--- src/rtl/ssp_tx_stager_pkg.sv ---
// Shared definitions for the SSP transmit staging buffer: drain FSM encodings,
// SSP data width and the push request bundle.
package ssp_tx_stager_pkg;

   localparam int SSP_DW = 8;

   typedef enum logic [1:0] {
      ST_IDLE = 2'd0,
      ST_SEL  = 2'd1,
      ST_GAP  = 2'd2
   } ssp_state_e;

   typedef struct packed {
      logic              vld;
      logic [SSP_DW-1:0] dat;
   } push_req_t;

endpackage

--- src/rtl/ssp_tx_stager_if.sv ---
// Push side (from the Wishbone slave) and SSP transmit strobes of the stager.
// The slave modport is the stager's view; master is the surrounding system.
interface ssp_tx_stager_if;
   import ssp_tx_stager_pkg::*;

   logic              push_i;
   logic [SSP_DW-1:0] push_dat_i;
   logic              push_rdy_o;
   logic              ssp_txintr_i;
   logic              ssp_psel_o;
   logic              ssp_pwrite_o;
   logic [SSP_DW-1:0] ssp_pwdata_o;

   modport slave (
      input  push_i, push_dat_i, ssp_txintr_i,
      output push_rdy_o, ssp_psel_o, ssp_pwrite_o, ssp_pwdata_o
   );

   modport master (
      output push_i, push_dat_i, ssp_txintr_i,
      input  push_rdy_o, ssp_psel_o, ssp_pwrite_o, ssp_pwdata_o
   );

endinterface

--- src/rtl/ssp_tx_stager_fifo.sv ---
// ssp_stage_fifo: DEPTH x SSP_DW register array with wrapping pointers and an
// explicit level count, so full is level==DEPTH rather than pointer equality.
module ssp_stage_fifo
   import ssp_tx_stager_pkg::*;
#(
   parameter int DEPTH = 8,
   parameter int AW    = 3
) (
   input  logic              clk,
   input  logic              rst,
   input  push_req_t         wr,
   input  logic              pop,
   output logic [SSP_DW-1:0] rd_dat,
   output logic [AW:0]       level,
   output logic              full
);

   localparam logic [AW:0] FULL_LVL = (AW+1)'(DEPTH);

   logic [SSP_DW-1:0] mem [DEPTH];
   logic [AW-1:0]     wr_ptr;
   logic [AW-1:0]     rd_ptr;
   logic              push_ok;

   // full comes from the registered level, so a pop in the same cycle
   // never rescues a push into a full buffer
   assign full    = (level == FULL_LVL);
   assign push_ok = wr.vld && !full;
   assign rd_dat  = mem[rd_ptr];

   always_ff @(posedge clk) begin
      if (push_ok)
         mem[wr_ptr] <= wr.dat;
   end

   always_ff @(posedge clk or posedge rst) begin
      if (rst) begin
         wr_ptr <= '0;
         rd_ptr <= '0;
         level  <= '0;
      end else begin
         if (push_ok)
            wr_ptr <= wr_ptr + 1'b1;
         if (pop)
            rd_ptr <= rd_ptr + 1'b1;
         case ({push_ok, pop})
            2'b10:   level <= level + 1'b1;
            2'b01:   level <= level - 1'b1;
            default: level <= level;
         endcase
      end
   end

endmodule

--- src/rtl/ssp_tx_stager.sv ---
// SSP transmit stager: queues bytes from the bus slave and drains them as
// single-cycle PSEL/PWRITE strobes while SSPTXINTR is high. Option: STAGER_STATS_EN.
module ssp_tx_stager
   import ssp_tx_stager_pkg::*;
#(
   parameter int DEPTH      = 8,
   parameter int AW         = 3,
   parameter int GAP_CYCLES = 2
) (
   input  logic          clk_i,
   input  logic          rst_i,
   ssp_tx_stager_if.slave bus,
   output logic [AW:0]   level_o,
   output logic          ovf_o
`ifdef STAGER_STATS_EN
   ,
   output logic [15:0]   sent_cnt_o,
   output logic [7:0]    drop_cnt_o
`endif
);

   localparam int          GW       = (GAP_CYCLES > 1) ? $clog2(GAP_CYCLES) : 1;
   localparam logic [GW-1:0] GAP_LOAD = (GAP_CYCLES > 0) ? GW'(GAP_CYCLES - 1) : '0;

   ssp_state_e        state;
   logic [GW-1:0]     gap_cnt;
   logic              psel_q;
   logic              pwrite_q;
   logic [SSP_DW-1:0] pwdata_q;
   push_req_t         wr_req;
   logic [SSP_DW-1:0] rd_dat;
   logic [AW:0]       level;
   logic              full;
   logic              pop;
   logic              drop;

   assign wr_req.vld = bus.push_i;
   assign wr_req.dat = bus.push_dat_i;
   assign pop        = (state == ST_SEL);
   assign drop       = bus.push_i && full;

   ssp_stage_fifo #(.DEPTH(DEPTH), .AW(AW)) u_fifo (
      .clk    (clk_i),
      .rst    (rst_i),
      .wr     (wr_req),
      .pop    (pop),
      .rd_dat (rd_dat),
      .level  (level),
      .full   (full)
   );

   assign level_o          = level;
   assign bus.push_rdy_o   = !full;
   assign bus.ssp_psel_o   = psel_q;
   assign bus.ssp_pwrite_o = pwrite_q;
   assign bus.ssp_pwdata_o = pwdata_q;

   // txintr is only looked at in IDLE; a byte once selected always completes
   always_ff @(posedge clk_i or posedge rst_i) begin
      if (rst_i) begin
         state    <= ST_IDLE;
         gap_cnt  <= '0;
         psel_q   <= 1'b0;
         pwrite_q <= 1'b0;
         pwdata_q <= '0;
      end else begin
         case (state)
            ST_IDLE: begin
               if (level != '0 && bus.ssp_txintr_i) begin
                  state    <= ST_SEL;
                  psel_q   <= 1'b1;
                  pwrite_q <= 1'b1;
                  pwdata_q <= rd_dat;
               end
            end
            ST_SEL: begin
               psel_q   <= 1'b0;
               pwrite_q <= 1'b0;
               if (GAP_CYCLES == 0) begin
                  state <= ST_IDLE;
               end else begin
                  state   <= ST_GAP;
                  gap_cnt <= GAP_LOAD;
               end
            end
            ST_GAP: begin
               if (gap_cnt == '0)
                  state <= ST_IDLE;
               else
                  gap_cnt <= gap_cnt - 1'b1;
            end
            default: begin
               state    <= ST_IDLE;
               psel_q   <= 1'b0;
               pwrite_q <= 1'b0;
            end
         endcase
      end
   end

   always_ff @(posedge clk_i or posedge rst_i) begin
      if (rst_i)
         ovf_o <= 1'b0;
      else if (drop)
         ovf_o <= 1'b1;
   end

`ifdef STAGER_STATS_EN
   always_ff @(posedge clk_i or posedge rst_i) begin
      if (rst_i) begin
         sent_cnt_o <= '0;
         drop_cnt_o <= '0;
      end else begin
         if (pop)
            sent_cnt_o <= sent_cnt_o + 1'b1;
         if (drop && drop_cnt_o != 8'hFF)
            drop_cnt_o <= drop_cnt_o + 1'b1;
      end
   end
`endif

endmodule

--- src/flat_wrapper.sv ---
// flat-port wrapper written by rule: the top's interface ports become plain ports
module ssp_tx_stager_flat import ssp_tx_stager_pkg::*;
#(
   parameter int DEPTH      = 8,
   parameter int AW         = 3,
   parameter int GAP_CYCLES = 2
)
  (clk_i, rst_i, level_o, ovf_o, bus_push_i, bus_push_dat_i, bus_ssp_txintr_i, bus_push_rdy_o, bus_ssp_psel_o, bus_ssp_pwrite_o, bus_ssp_pwdata_o);
  ssp_tx_stager_if bus_i ();
  input  logic clk_i;
  input  logic rst_i;
  output logic [AW:0] level_o;
  output logic ovf_o;
  input wire logic [$bits(bus_i.push_i)-1:0] bus_push_i;
  input wire logic [$bits(bus_i.push_dat_i)-1:0] bus_push_dat_i;
  input wire logic [$bits(bus_i.ssp_txintr_i)-1:0] bus_ssp_txintr_i;
  output wire logic [$bits(bus_i.push_rdy_o)-1:0] bus_push_rdy_o;
  output wire logic [$bits(bus_i.ssp_psel_o)-1:0] bus_ssp_psel_o;
  output wire logic [$bits(bus_i.ssp_pwrite_o)-1:0] bus_ssp_pwrite_o;
  output wire logic [$bits(bus_i.ssp_pwdata_o)-1:0] bus_ssp_pwdata_o;
  assign bus_i.push_i = bus_push_i;
  assign bus_i.push_dat_i = bus_push_dat_i;
  assign bus_i.ssp_txintr_i = bus_ssp_txintr_i;
  assign bus_push_rdy_o = bus_i.push_rdy_o;
  assign bus_ssp_psel_o = bus_i.ssp_psel_o;
  assign bus_ssp_pwrite_o = bus_i.ssp_pwrite_o;
  assign bus_ssp_pwdata_o = bus_i.ssp_pwdata_o;
  ssp_tx_stager #(.DEPTH(DEPTH), .AW(AW), .GAP_CYCLES(GAP_CYCLES)) u_core (.clk_i(clk_i), .rst_i(rst_i), .bus(bus_i), .level_o(level_o), .ovf_o(ovf_o));
endmodule
--- config.mk ---
export PLATFORM = sky130hd
export DESIGN_NAME = ssp_tx_stager_flat
export DESIGN_NICKNAME = d
export VERILOG_FILES = /design/src/rtl/ssp_tx_stager_pkg.sv /design/src/rtl/ssp_tx_stager_if.sv /design/src/rtl/ssp_tx_stager_fifo.sv /design/src/rtl/ssp_tx_stager.sv /design/src/flat_wrapper.sv
export SDC_FILE = /design/constraint.sdc
export NUM_CORES = 1
export LEC_CHECK = 0
export CAP_MARGIN = 20
export CORE_ASPECT_RATIO = 1.4
export CORE_UTILIZATION = 30
export CTS_CLUSTER_DIAMETER = 30
export DETAILED_ROUTE_END_ITERATION = 12
export SLEW_MARGIN = 5
export SYNTH_ARGS = -nofsm -noshare
export SYNTH_HDL_FRONTEND = slang
export SYNTH_SLANG_ARGS = --single-unit
--- constraint.sdc ---
create_clock -name clk_i -period 2.6 [get_ports clk_i]
set_input_delay 0.78 -clock clk_i [delete_from_list [all_inputs] [get_ports clk_i]]
set_output_delay 0.78 -clock clk_i [all_outputs]
set_load 0.02 [all_outputs]
Word-level counts from Yosys, hierarchy flattened
Memories as Yosys holds them, arrays and structs flattened. A register that Yosys moved wholly into a read port is not among the register bits.
Cells that the tools add are included.
Word-level totals
  flip-flop bits (word level): 15
  RAM bits: 64
  input port bits: 12
  output and inout bits: 16
  word-level logic and storage cells: 42
  memories: 1
Memory list
  u_core.u_fifo.mem: words 8, bits a word 8, read ports 1, clocked after memory_dff 1, write ports 1, RTL line ssp_tx_stager_fifo.sv:20  | logic [SSP_DW-1:0] mem [DEPTH];
Cells by class
  $add $sub $neg: 5
  eq/ne operators: 7
  mux-type cells: 10
  bitwise gates (word level): 1
  reduce and logical (&&, ||, !) cells: 11
Operators by type and width (count)
  $pmux 4 s2: 1
  $add 3x1->3 const B: 2
  $pmux 2 s3: 1
  $reduce_and 2->1: 3
  $add 4x1->4 const B: 1
  $eq 2x1->1 const B: 2
  $eq 2x2->1 const B: 2
  $eq 4x4->1 const B: 1
  $mux 1: 4
  $mux 2: 2
  $pmux 1 s2: 2
  $reduce_bool 2->1: 2
  $reduce_bool 4->1: 1
  $sub 4x1->4 const B: 1
  $logic_and 1x1->1: 3
  $logic_not 2->1: 1
  $ne 2x1->1 const B: 1
  $ne 2x2->1 const B: 1
  $logic_not 1->1: 1
  $not 1->1: 1
  $sub 1x1->1 const B: 1

Depth between registers and ports, before layout
  depth in word-level cells: 5
  depth in mapped cells: 10
  mapped depth without buffers: 10

Hierarchy
From an unflattened synthesis, not the netlist that was laid out.
Second synthesis, totals
  cell total of the unflattened synthesis: 196
  area, all modules: 3688.5 um2
By module, submodules not included
  ssp_stage_fifo: times used 1, cells each 153, area an instance 3091.7 um2, sequential area each 2172.1 um2
  ssp_tx_stager: times used 1, cells each 43, area an instance 596.8 um2, sequential area each 325.3 um2

Least setup slack after synthesis
OpenSTA, ideal clock, no wires.
  kind: register to register
  start: register u_core.u_fifo.level[2]
  end: register u_core.u_fifo.level[2]
  library setup time: 0.134 ns
  data arrival time: 2.471 ns
  required time: 2.466 ns
  setup slack: -0.006 ns
  cell stages (with the launch flop): 11
  buffers on the path: 0
  period minus slack after synthesis: 2.606 ns
  path through: dfrtp_1 > or4b_1 > and2_1 > inv_2 > ha_1 > xor2_1 > ha_1 > a21oi_1 > xor2_1 > nor2_1 > xor2_1
Between the ends
  word-level cells in the longest chain between the ends: 5
  elaborated cells on any way between the ends: 9
  classes of those cells: add/sub (2); eq/ne (3); mux (1); reduce/logical (3)
Ends and longest elaborated chain
  start: declaration: RTL line ssp_tx_stager_fifo.sv:14  | output logic [AW:0] level,
  start signal: assignment: RTL line ssp_tx_stager_fifo.sv:47  | 2'b10: level <= level + 1'b1;
  start signal: assignment: RTL line ssp_tx_stager_fifo.sv:48  | 2'b01: level <= level - 1'b1;
  start signal: assignment: RTL line ssp_tx_stager_fifo.sv:49  | default: level <= level;
  $eq 4x4->1 *: RTL line ssp_tx_stager_fifo.sv:27  | assign full = (level == FULL_LVL);
  $logic_not 1->1 *
  named net bus_push_rdy_o: RTL line flat_wrapper.sv:17  | output wire logic [$bits(bus_i.push_rdy_o)-1:0] bus_push_rdy_o;
  $logic_and 1x1->1 *: RTL line ssp_tx_stager_fifo.sv:28  | assign push_ok = wr.vld && !full;
  $eq 2x1->1 or $eq 2x2->1 (tied branches): RTL line ssp_tx_stager_fifo.sv:46  | case ({push_ok, pop})
  $pmux 4 s2 or $reduce_bool 2->1 (tied branches)
The timed path passes the listed nets; every way through them passes the cells marked *.
A chain may end at the register's enable or synchronous reset.

Final worst setup path
  start: register u_core.u_fifo.level[2]
  end: output port bus_push_rdy_o
Between the ends
  word-level cells in the longest chain between the ends: 2
Ends and longest elaborated chain
  $eq 4x4->1: RTL line ssp_tx_stager_fifo.sv:27
  $logic_not 1->1: RTL line ssp_tx_stager.sv:53  | assign bus.push_rdy_o = !full;
  end: declaration: RTL line flat_wrapper.sv:17
Every way passes these cells.

==> flow_summary.json <==
{
  "status": "completed",
  "synthAdderAreaFrac_pct": 2.76,
  "required_ps": 1820,
  "die_x_um": 95.0,
  "yosysUniqueCellTypes": 34,
  "die_area_um2": 12600,
  "diodes": 0,
  "fp.dieH_um": 132,
  "critPathMaxFanout": 3,
  "rsz0062_at_grt": "false",
  "crit_family": "simple AND/OR/NAND/NOR gates",
  "ys_top_cells_by_count": "edfxtp_1 (64), mux2i_1 (34), dfrtp_1 (23)",
  "yosysMostFrequentCell": "edfxtp_1",
  "syn_to_final_growth_pct": 22.5,
  "cts_buffers": 9,
  "clk_latency_ps": 330,
  "synth_top_area_cell": "edfxtp_1",
  "hold_path.class": "flip-flop to flip-flop",
  "synth_top_family_by_area": "multiplexers",
  "initial_core_util_pct": 30.7,
  "synth_nets": 259,
  "route.detailed.drc": 0,
  "path_cells": "or4b_4 -> dlygate4sd2_1",
  "place_area_um2": 4160,
  "clk_pin_slew_ps": 60,
  "viasPerCell": 4.53,
  "crit_type": "flip-flop to output port",
  "drive_gt1_share_pct": 15.9,
  "fin_crit_sh_pct": 92.7,
  "grt_pass1_wl_mm": 10.5,
  "cpPeakStageDelay_ps": 560,
  "min_from": "u_core.ovf_o",
  "setup_viol": 0,
  "syn_avg_cell_area_um2": 15.2,
  "root_buffer": "clkbuf_16",
  "reg2reg_from": "u_core.u_fifo.level[2]",
  "antenna_found_initial": 0,
  "grt_pass1_vias": 1995,
  "vdd_drop_max_uv": 460,
  "portBuffers": 27,
  "drt-initial-drc-count": 81,
  "fin_area_um2": 4450,
  "leakage_nw": 1.72,
  "grt_overflow": 0,
  "yosys.area_share.simple_pct": 6.51,
  "tightest_slew_ps": 725,
  "cap_violations": 0,
  "ant_nets": 0,
  "worst_ep_arrival_time_ps": 1630,
  "synth_xor_area_share_pct": 1.93,
  "yosysSeqAreaShare_pct": 68.8,
  "hold_buffers": 0,
  "final-max-slew-violation-count": 0,
  "synth_seq_cells": 87,
  "cts.sinks": 87,
  "vias": 1978,
  "slew_headroom_pct": 51.6,
  "hpwl_mm": 4.30,
  "ys.warnings.count": 0,
  "synthCells": 239,
  "async_flop_share_pct": 26.4,
  "critPathBufInv": 1,
  "r2r_cells": 9,
  "power_density_nw_per_um2": 1150,
  "layout.nets": 305,
  "hold_depth": 1,
  "core_area_um2": 11800,
  "first_pass_iters": 4,
  "grtUsageTotal_pct": 11.7,
  "cts_resized": 1,
  "synth_ff_type": "edfxtp_1",
  "num_rows": 47,
  "finalClockSkew_ps": 7.43,
  "grt_max_degree": 35,
  "whs_ps": 487,
  "worst_setup_path_end_kind": "output port",
  "synth_edf_count": 64,
  "postCtsSetupBuffers": 0,
  "crit_start": "u_core.u_fifo.level[2]",
  "max_freq_mhz": 415,
  "cp.depth": 2,
  "setup.worst_path.start_class": "flip-flop",
  "finish.utilization_pct": 37.6,
  "io_pins": 28,
  "critPathSlowestCell": "or4b_4",
  "final_hold_viol_count": 0,
  "synthMuxAreaShare_pct": 10.3,
  "clockBufferDepth": 2,
  "wl_mm": 6.56,
  "yosysTopAreaCellShare_pct": 52.9,
  "detail_route.wl_per_cell_um": 15.0,
  "cts_max_level": 3,
  "synth-compound-area-share_pct": 6.48,
  "post-route-min-period_ps": 2410,
  "synthTopCellsByArea": "edfxtp_1 (53%), dfrtp_1 (16%), mux2i_1 (9.4%)",
  "netlist_area_um2": 3630,
  "cts_tree": "built",
  "gp_congestion": 0.706
}
## path summary, 6_finish.rpt
path / to / slack (ps)
worst min register to register: u_core.ovf_o / 490
worst max-delay path: bus_push_rdy_o / 190
worst max register to register: u_core.u_fifo.level[3] / 290
worst min-delay path: u_core.ovf_o / 490
min in group asynchronous: u_core.bus.ssp_psel_o / 810
max in group asynchronous: u_core.bus.ssp_pwdata_o[0] / 1530
## registers in the layout, indices dropped and copies added (netlist names)
signal	cells
u_core.u_fifo.wr_ptr	3
u_core.u_fifo.level	4
u_core.u_fifo.rd_ptr	3
u_core.bus.ssp_psel_o	1
u_core.bus.ssp_pwdata_o	8
u_core.state	2
u_core.ovf_o	1
u_core.u_fifo.mem	64
u_core.gap_cnt	1
## cell type report
type                            instances  area (um^2)
Clock inverter                          6         60.1
Fill cell                            1098         7370
Sequential cell                        87         2500
Multi-Input combinational cell        128         1020
Timing Repair Buffer                   45          404
Inverter                               14         52.6
Tap cell                              147          184
Clock buffer                           10          229
## report_power, final
group,internal [mW],switching [mW]
clock,0.741,0.498
sequential,1.83,0.157
combinational,0.867,1.03
## placed cells by master, fill, tap and decap left out, drive strengths merged, types with 2 or more instances in the layout
cell | netlist | layout
o22a | 2 | 2
nor4bb | 2 | 2
xor2 | 5 | 5
a21oi | 3 | 3
clkbuf | 0 | 10
a22oi | 16 | 16
and2 | 3 | 3
inv | 14 | 15
mux2 | 3 | 3
xnor2 | 3 | 3
nand2 | 10 | 10
nand3 | 8 | 8
nor2b | 2 | 2
o21ai | 9 | 9
mux2i | 34 | 34
edfxtp | 64 | 64
clkdlybuf4s50 | 0 | 26
buf | 10 | 18
ha | 8 | 8
nor2 | 10 | 10
nand2b | 3 | 3
clkinv | 0 | 3
nor3 | 2 | 2
dfrtp | 23 | 23
## worst register-to-register path: cells and delay by family (launching register included)
family / cells / cell delay [ps]
flip-flops: 1 / 400
AO/OA/AOI/OAI: 1 / 190
multiplexers: 1 / 110
AND/OR/NAND/NOR: 3 / 1030
adder cells (fa/ha/maj): 1 / 170
XOR/XNOR: 1 / 150
buffers and inverters: 2 / 200
## metrics by stage
stage	worst slack, ps	total power [mW]	setup TNS, ps	instances
finish	191	5.12	0	437
global route	120	5.44	0	437
CTS	167	5.19	0	437
detailed placement	-78.8	3.94	-127	421
global placement	14.7	3.91	0	421
floorplan	93.8	3.31	0	239
## cells by family after synthesis
| kind of cell | after synthesis |
|---|---|
| flops | 87 |
| simple gates | 44 |
| mux | 37 |
| compound gates | 31 |
| buf+inv | 24 |
| xor+xnor | 8 |
| fa+ha+maj | 8 |
## metal layers
| metal | up-vias | wire (um) | global-route usage, % |
|---|---|---|---|
| li1 | 973 | - | - |
| met1 | 980 | 2800 | 13.9 |
| met2 | 21 | 3530 | 19.2 |
| met3 | 4 | 174 | 3.86 |
| met4 | 0 | 54 | 5.05 |
| met5 | - | 0 | 0 |
No activity file was read; power rests on OpenSTA's default activity.
